==> src/rtl/input_conditioner3.sv <==
// Three-channel synchroniser + debouncer feeding the (a ^ b) | c stage.
// Every output is registered; chg pulses once per edge on which any channel output flips.
module input_conditioner3 #(
    parameter int SYNC_STAGES     = 2,
    parameter int DEBOUNCE_CYCLES = 16
) (
    input  logic clk,
    input  logic rst_n,
    input  logic a_in,
    input  logic b_in,
    input  logic c_in,
    input  logic en,
    output logic a,
    output logic b,
    output logic c,
    output logic chg,
    output logic busy
);

    localparam int CNT_W = $clog2(DEBOUNCE_CYCLES + 1);
    localparam logic [CNT_W-1:0] CNT_LAST = CNT_W'(DEBOUNCE_CYCLES - 1);

    typedef enum logic {
        STABLE   = 1'b0,
        COUNTING = 1'b1
    } state_e;

    logic [2:0]             raw;
    logic [2:0]             samp;
    logic [SYNC_STAGES-1:0] sync_q  [3];
    logic [SYNC_STAGES-1:0] sync_d  [3];
    state_e                 state_q [3];
    state_e                 state_d [3];
    logic [CNT_W-1:0]       cnt_q   [3];
    logic [CNT_W-1:0]       cnt_d   [3];
    logic [2:0]             out_q;
    logic [2:0]             out_d;
    logic                   chg_q;
    logic                   chg_d;
    logic                   busy_q;
    logic                   busy_d;

    assign raw = {c_in, b_in, a_in};

    // The shift chains run regardless of en; only the last stage is observed.
    always_comb begin
        for (int unsigned ch = 0; ch < 3; ch++) begin
            sync_d[ch] = {sync_q[ch][SYNC_STAGES-2:0], raw[ch]};
            samp[ch]   = sync_q[ch][SYNC_STAGES-1];
        end
    end

    always_comb begin
        busy_d = 1'b0;
        for (int unsigned ch = 0; ch < 3; ch++) begin
            state_d[ch] = state_q[ch];
            cnt_d[ch]   = cnt_q[ch];
            out_d[ch]   = out_q[ch];
            unique case (state_q[ch])
                STABLE: begin
                    if (en && (samp[ch] != out_q[ch])) begin
                        // A one-sample debounce follows immediately without entering COUNTING.
                        if (CNT_LAST == '0) begin
                            out_d[ch] = samp[ch];
                        end else begin
                            cnt_d[ch]   = CNT_W'(1);
                            state_d[ch] = COUNTING;
                        end
                    end
                end
                COUNTING: begin
                    if (!en || (samp[ch] == out_q[ch])) begin
                        cnt_d[ch]   = '0;
                        state_d[ch] = STABLE;
                    end else if (cnt_q[ch] == CNT_LAST) begin
                        out_d[ch]   = samp[ch];
                        cnt_d[ch]   = '0;
                        state_d[ch] = STABLE;
                    end else begin
                        cnt_d[ch] = cnt_q[ch] + CNT_W'(1);
                    end
                end
            endcase
            busy_d = busy_d | (state_d[ch] == COUNTING);
        end
        chg_d = |(out_d ^ out_q);
    end

    always_ff @(posedge clk or negedge rst_n) begin
        if (!rst_n) begin
            for (int unsigned ch = 0; ch < 3; ch++) begin
                sync_q[ch]  <= '0;
                state_q[ch] <= STABLE;
                cnt_q[ch]   <= '0;
            end
            out_q  <= '0;
            chg_q  <= 1'b0;
            busy_q <= 1'b0;
        end else begin
            for (int unsigned ch = 0; ch < 3; ch++) begin
                sync_q[ch]  <= sync_d[ch];
                state_q[ch] <= state_d[ch];
                cnt_q[ch]   <= cnt_d[ch];
            end
            out_q  <= out_d;
            chg_q  <= chg_d;
            busy_q <= busy_d;
        end
    end

    assign a    = out_q[0];
    assign b    = out_q[1];
    assign c    = out_q[2];
    assign chg  = chg_q;
    assign busy = busy_q;

endmodule

==> config.mk <==
export PLATFORM = sky130hd
export DESIGN_NAME = input_conditioner3
export DESIGN_NICKNAME = d
export VERILOG_FILES = /design/src/rtl/input_conditioner3.sv
export SDC_FILE = /design/constraint.sdc
export NUM_CORES = 1
export LEC_CHECK = 0
export BUFFER_PORTS_ARGS = -buffer_cell sky130_fd_sc_hd__buf_4
export CAP_MARGIN = 30
export CORE_MARGIN = 5
export CORE_UTILIZATION = 30
export CTS_BUF_LIST = sky130_fd_sc_hd__clkbuf_4
export DETAILED_ROUTE_END_ITERATION = 16
export GPL_ROUTABILITY_DRIVEN = 1
export SETUP_SLACK_MARGIN = 0.3
export SLEW_MARGIN = 20
export SYNTH_ARGS = -nofsm -noshare
export SYNTH_HDL_FRONTEND = slang
export SYNTH_SLANG_ARGS = --single-unit
==> constraint.sdc <==
create_clock -name clk -period 3.1 [get_ports clk]
set_clock_uncertainty 0.15 [all_clocks]
set_input_delay 0.31 -clock clk [delete_from_list [all_inputs] [get_ports clk]]
set_output_delay 0.31 -clock clk [all_outputs]
set_load 0.03 [all_outputs]
==> impl_metrics.json <==
{
  "power_leakage_nw": 0.7142,
  "core-area_mm2": 0.004324,
  "timing.critical_path.arrival_ns": 1.81,
  "placementRows": 24,
  "hp-class": "in -> reg",
  "total_switching_power_mw": 0.1644,
  "power_density_relative_to_cell_area_mw_per_mm2": 440.8,
  "drt_pre_antenna_iters": 4,
  "sw_frac_of_total_pct": 24.34,
  "detail_route.vias_per_cell": 4.851,
  "cp_top_family": "simple AND/OR/NAND/NOR gates",
  "floorplan.die_area_mm2": 0.005822,
  "cts_h_tree_depth": 2,
  "vdd_ir_drop_max_mv": 0.2158,
  "numClockSinks": 29,
  "drcViolationCount": 0,
  "cellInternalPower_mw": 0.5112,
  "setup_viol": 0,
  "cts_hold_buf": 4,
  "synth_async_sr_flop_share_pct": 100.0,
  "finalWeightedCongestion": 0.7947,
  "routed_wl_um": 2186,
  "ctsRootBufferMaster": "sky130_fd_sc_hd__clkbuf_4",
  "power.combinational.fraction_pct": 8.7,
  "final_hold_viol_count": 0,
  "timing.max_cap.violations": 0,
  "status": "finished clean",
  "timing.critical_path.required_ns": 3.15,
  "syn_area_per_cell_um2": 11.18,
  "clk_transition_reported_paths_ns": 0.09,
  "routedWlPerCell_um": 11.63,
  "antenna_found_initial": 0,
  "cts_tree": "done",
  "final_net_count": 145,
  "crit_path_top_delay_cell": "sky130_fd_sc_hd__dfrtp_1",
  "cts.repair.resized": 0,
  "port-buffer-count": 10,
  "synth_cell_type_count": 37,
  "synth.area.top_cells": "sky130_fd_sc_hd__dfrtp_1 (55%), sky130_fd_sc_hd__nand2_1 (5.4%), sky130_fd_sc_hd__mux2_2 (5.1%)",
  "worstSkewPairLatency_ns": 0.32,
  "timing.setup.tns_ns": 0,
  "pin_count_of_the_biggest_net_entering_global_routing": 30,
  "cp-end-kind": "flop",
  "number_of_nets_still_failing_antenna_checks_after_routing": 0,
  "number_of_enable_type_register_cells_in_the_synthesized_netlist": 0,
  "report.final.slew_viol_count": 0,
  "sequential_power_share_pct": 60.1,
  "synth_area_mm2": 0.001319,
  "area.growth.synth_to_final_pct": 16.22,
  "cts-root-to-sink-buffers": 2,
  "yosys_register_bits": 29,
  "n_antenna_cell": 0,
  "post_cts_buffers": 0,
  "dpl_cell_area_mm2": 0.001444,
  "post-synth-top-area-cell": "sky130_fd_sc_hd__dfrtp_1",
  "post-synth-top-count-cell": "sky130_fd_sc_hd__dfrtp_1",
  "post_route_cells_drive_above_1_share_pct": 22.06,
  "chipWidth_um": 76.30,
  "worst_slew_margin_rel_pct": 76.32,
  "rsz0062_at_grt": "false",
  "synth_flop_cell": "sky130_fd_sc_hd__dfrtp_1",
  "synth_sequential_area_ratio_pct": 55.03,
  "detailed_place_hpwl_um": 1535,
  "worstPathCellList": "ha_1 -> and4b_1 -> and2_2 -> nand2_1 -> mux2_2",
  "finalHoldWorstSlack_ns": 0.1531,
  "tritoncts.num_buffers": 5,
  "synthesis.yosys.warnings": 0,
  "io_pins": 11,
  "synth_commonest_cells": "sky130_fd_sc_hd__dfrtp_1 (29), sky130_fd_sc_hd__nand2_1 (19), sky130_fd_sc_hd__nand3_1 (7)",
  "globalRoute.totalOverflow": 0,
  "final_core_utilization_pct": 35.45,
  "critical_path_peak_fanout": 4,
  "grt_pass1_wl_um": 3864,
  "syn_nets": 127,
  "synth_top_area_share_pct": 55.03,
  "vias_in_the_first_global_route": 910,
  "detail_route.iter0.violations": 15,
  "detailroute.via_count": 912,
  "critical_path.n_buffers_inverters": 0,
  "stdcell_area_mm2": 0.001533,
  "worstSetupPathType": "reg -> reg",
  "starting_density_of_the_core_pct": 30.50,
  "finalWorstPathRequiredPeriod_ns": 1.754,
  "die_height_um": 76.30,
  "max_clock_freq_ghz": 0.5702,
  "worst-slew-pin-transition_ns": 0.3553,
  "postSynthCellCount": 118,
  "crit_path_start_kind": "flop",
  "period_share_pct": 56.57,
  "p_clk_share_pct": 31.1,
  "grt_util_all_layers_pct": 8.222,
  "worst_path_largest_cell_delay_ns": 0.41
}
==> logic make-up (layout without fill, tap and decap cells) <==
logic type | after synthesis | count (layout) | share of synthesized area (%)
compound gates | 15 | 15 | 7.591
xor+xnor | 5 | 5 | 3.321
fa+ha+maj | 3 | 3 | 2.847
buf+inv | 4 | 22 | 1.423
flops | 29 | 29 | 55.03
mux | 7 | 7 | 5.882
simple gates | 55 | 55 | 23.91
==> worst min-delay path, delay by kind of cell <==
| family | cells | cell delay, ns |
|---|---|---|
| and+or+nand+nor | 2 | 0.12 |
| buffers and inverters | 1 | 0.16 |
==> layout by cell type (no fill, tap or decap) <==
master,Yosys,routed
sky130_fd_sc_hd__nand3_2,1,1
sky130_fd_sc_hd__mux2i_1,1,1
sky130_fd_sc_hd__buf_4,1,10
sky130_fd_sc_hd__o21a_1,1,1
sky130_fd_sc_hd__and2_4,1,1
sky130_fd_sc_hd__a22oi_1,1,1
sky130_fd_sc_hd__nor2_2,1,1
sky130_fd_sc_hd__nand4b_1,4,4
sky130_fd_sc_hd__ha_1,3,3
sky130_fd_sc_hd__nand2_1,19,19
sky130_fd_sc_hd__or3_1,1,1
sky130_fd_sc_hd__o21bai_1,1,1
sky130_fd_sc_hd__nor2b_1,1,1
sky130_fd_sc_hd__nor2_1,6,6
sky130_fd_sc_hd__and2_0,1,1
sky130_fd_sc_hd__nand3_1,7,7
sky130_fd_sc_hd__and3_1,2,2
sky130_fd_sc_hd__dfrtp_1,29,29
sky130_fd_sc_hd__a32oi_1,1,1
sky130_fd_sc_hd__xor2_1,5,5
sky130_fd_sc_hd__and4b_1,2,2
sky130_fd_sc_hd__a21oi_1,2,2
sky130_fd_sc_hd__clkbuf_4,0,6
sky130_fd_sc_hd__clkinv_1,0,1
sky130_fd_sc_hd__o22ai_1,2,2
sky130_fd_sc_hd__a21o_2,1,1
sky130_fd_sc_hd__o21ai_0,4,4
sky130_fd_sc_hd__and2b_2,1,1
sky130_fd_sc_hd__and2_2,1,1
sky130_fd_sc_hd__and2_1,2,2
sky130_fd_sc_hd__mux2_2,6,6
sky130_fd_sc_hd__nand3b_1,1,1
sky130_fd_sc_hd__nor3b_1,1,1
sky130_fd_sc_hd__dlygate4sd3_1,0,4
sky130_fd_sc_hd__nand4_1,1,1
sky130_fd_sc_hd__nand2_2,1,1
sky130_fd_sc_hd__inv_1,1,1
sky130_fd_sc_hd__nor3b_4,1,1
sky130_fd_sc_hd__o32ai_1,2,2
==> state kept, by name, indices dropped and copies added, names as in the netlist <==
signal,cells
cnt_q,15
out_q,3
samp,3
state_q,3
sync_d,3
busy,1
chg,1
==> final timing paths <==
| kind | endpoint | depth (start not counted) | startpoint | slack [ns] |
|---|---|---|---|---|
| setup / recovery | out_q[2] | 5 | cnt_q[0] | 1.35 |
| setup reg to reg | out_q[2] | 5 | cnt_q[0] | 1.35 |
| min in group asynchronous | cnt_q[4] | 2 | rst_n | 0.28 |
| hold reg to reg | samp[1] | 0 | sync_d[3] | 0.20 |
| hold / removal | chg | 3 | en | 0.15 |
| max in group asynchronous | cnt_q[11] | 2 | rst_n | 2.25 |
==> power by group through the flow <==
stage | sequential, mW | combinational, mW | clock, mW
after floorplan | 0.411 | 0.0361 | 0
after global placement | 0.412 | 0.0539 | 0
after detailed placement | 0.414 | 0.0555 | 0
after CTS | 0.406 | 0.0604 | 0.223
after global routing | 0.409 | 0.0673 | 0.240
final | 0.406 | 0.0589 | 0.210
==> metal layers <==
layer | vias to the layer above | share of wire, % | track usage [%]
met5 | - | 0 | 0
met4 | 0 | 2.3 | 4.720
met3 | 7 | 5.0 | 3.664
li1 | 448 | - | -
met1 | 445 | 45 | 8.789
met2 | 12 | 48 | 13.36
==> metrics by stage <==
| step | power (mW) | setup WS [ns] | cells |
|---|---|---|---|
| final | 0.6756 | 1.346 | 188 |
| after global routing | 0.7163 | 1.289 | 188 |
| after CTS | 0.6895 | 1.349 | 188 |
| after detailed placement | 0.4694 | 1.371 | 177 |
| after global placement | 0.4662 | 1.414 | 177 |
| after floorplan | 0.4467 | 1.458 | 118 |
==> area by class of cell <==
class                           count  area (um^2)
Fill cell                         462         2791
Sequential cell                    29        725.7
Multi-Input combinational cell     85        574.3
Timing Repair Buffer               14        115.1
Tap cell                           52        65.06
Clock buffer                        6        45.04
Clock inverter                      1        3.754
Inverter                            1        3.754
No activity file was read; power rests on OpenSTA's default activity.
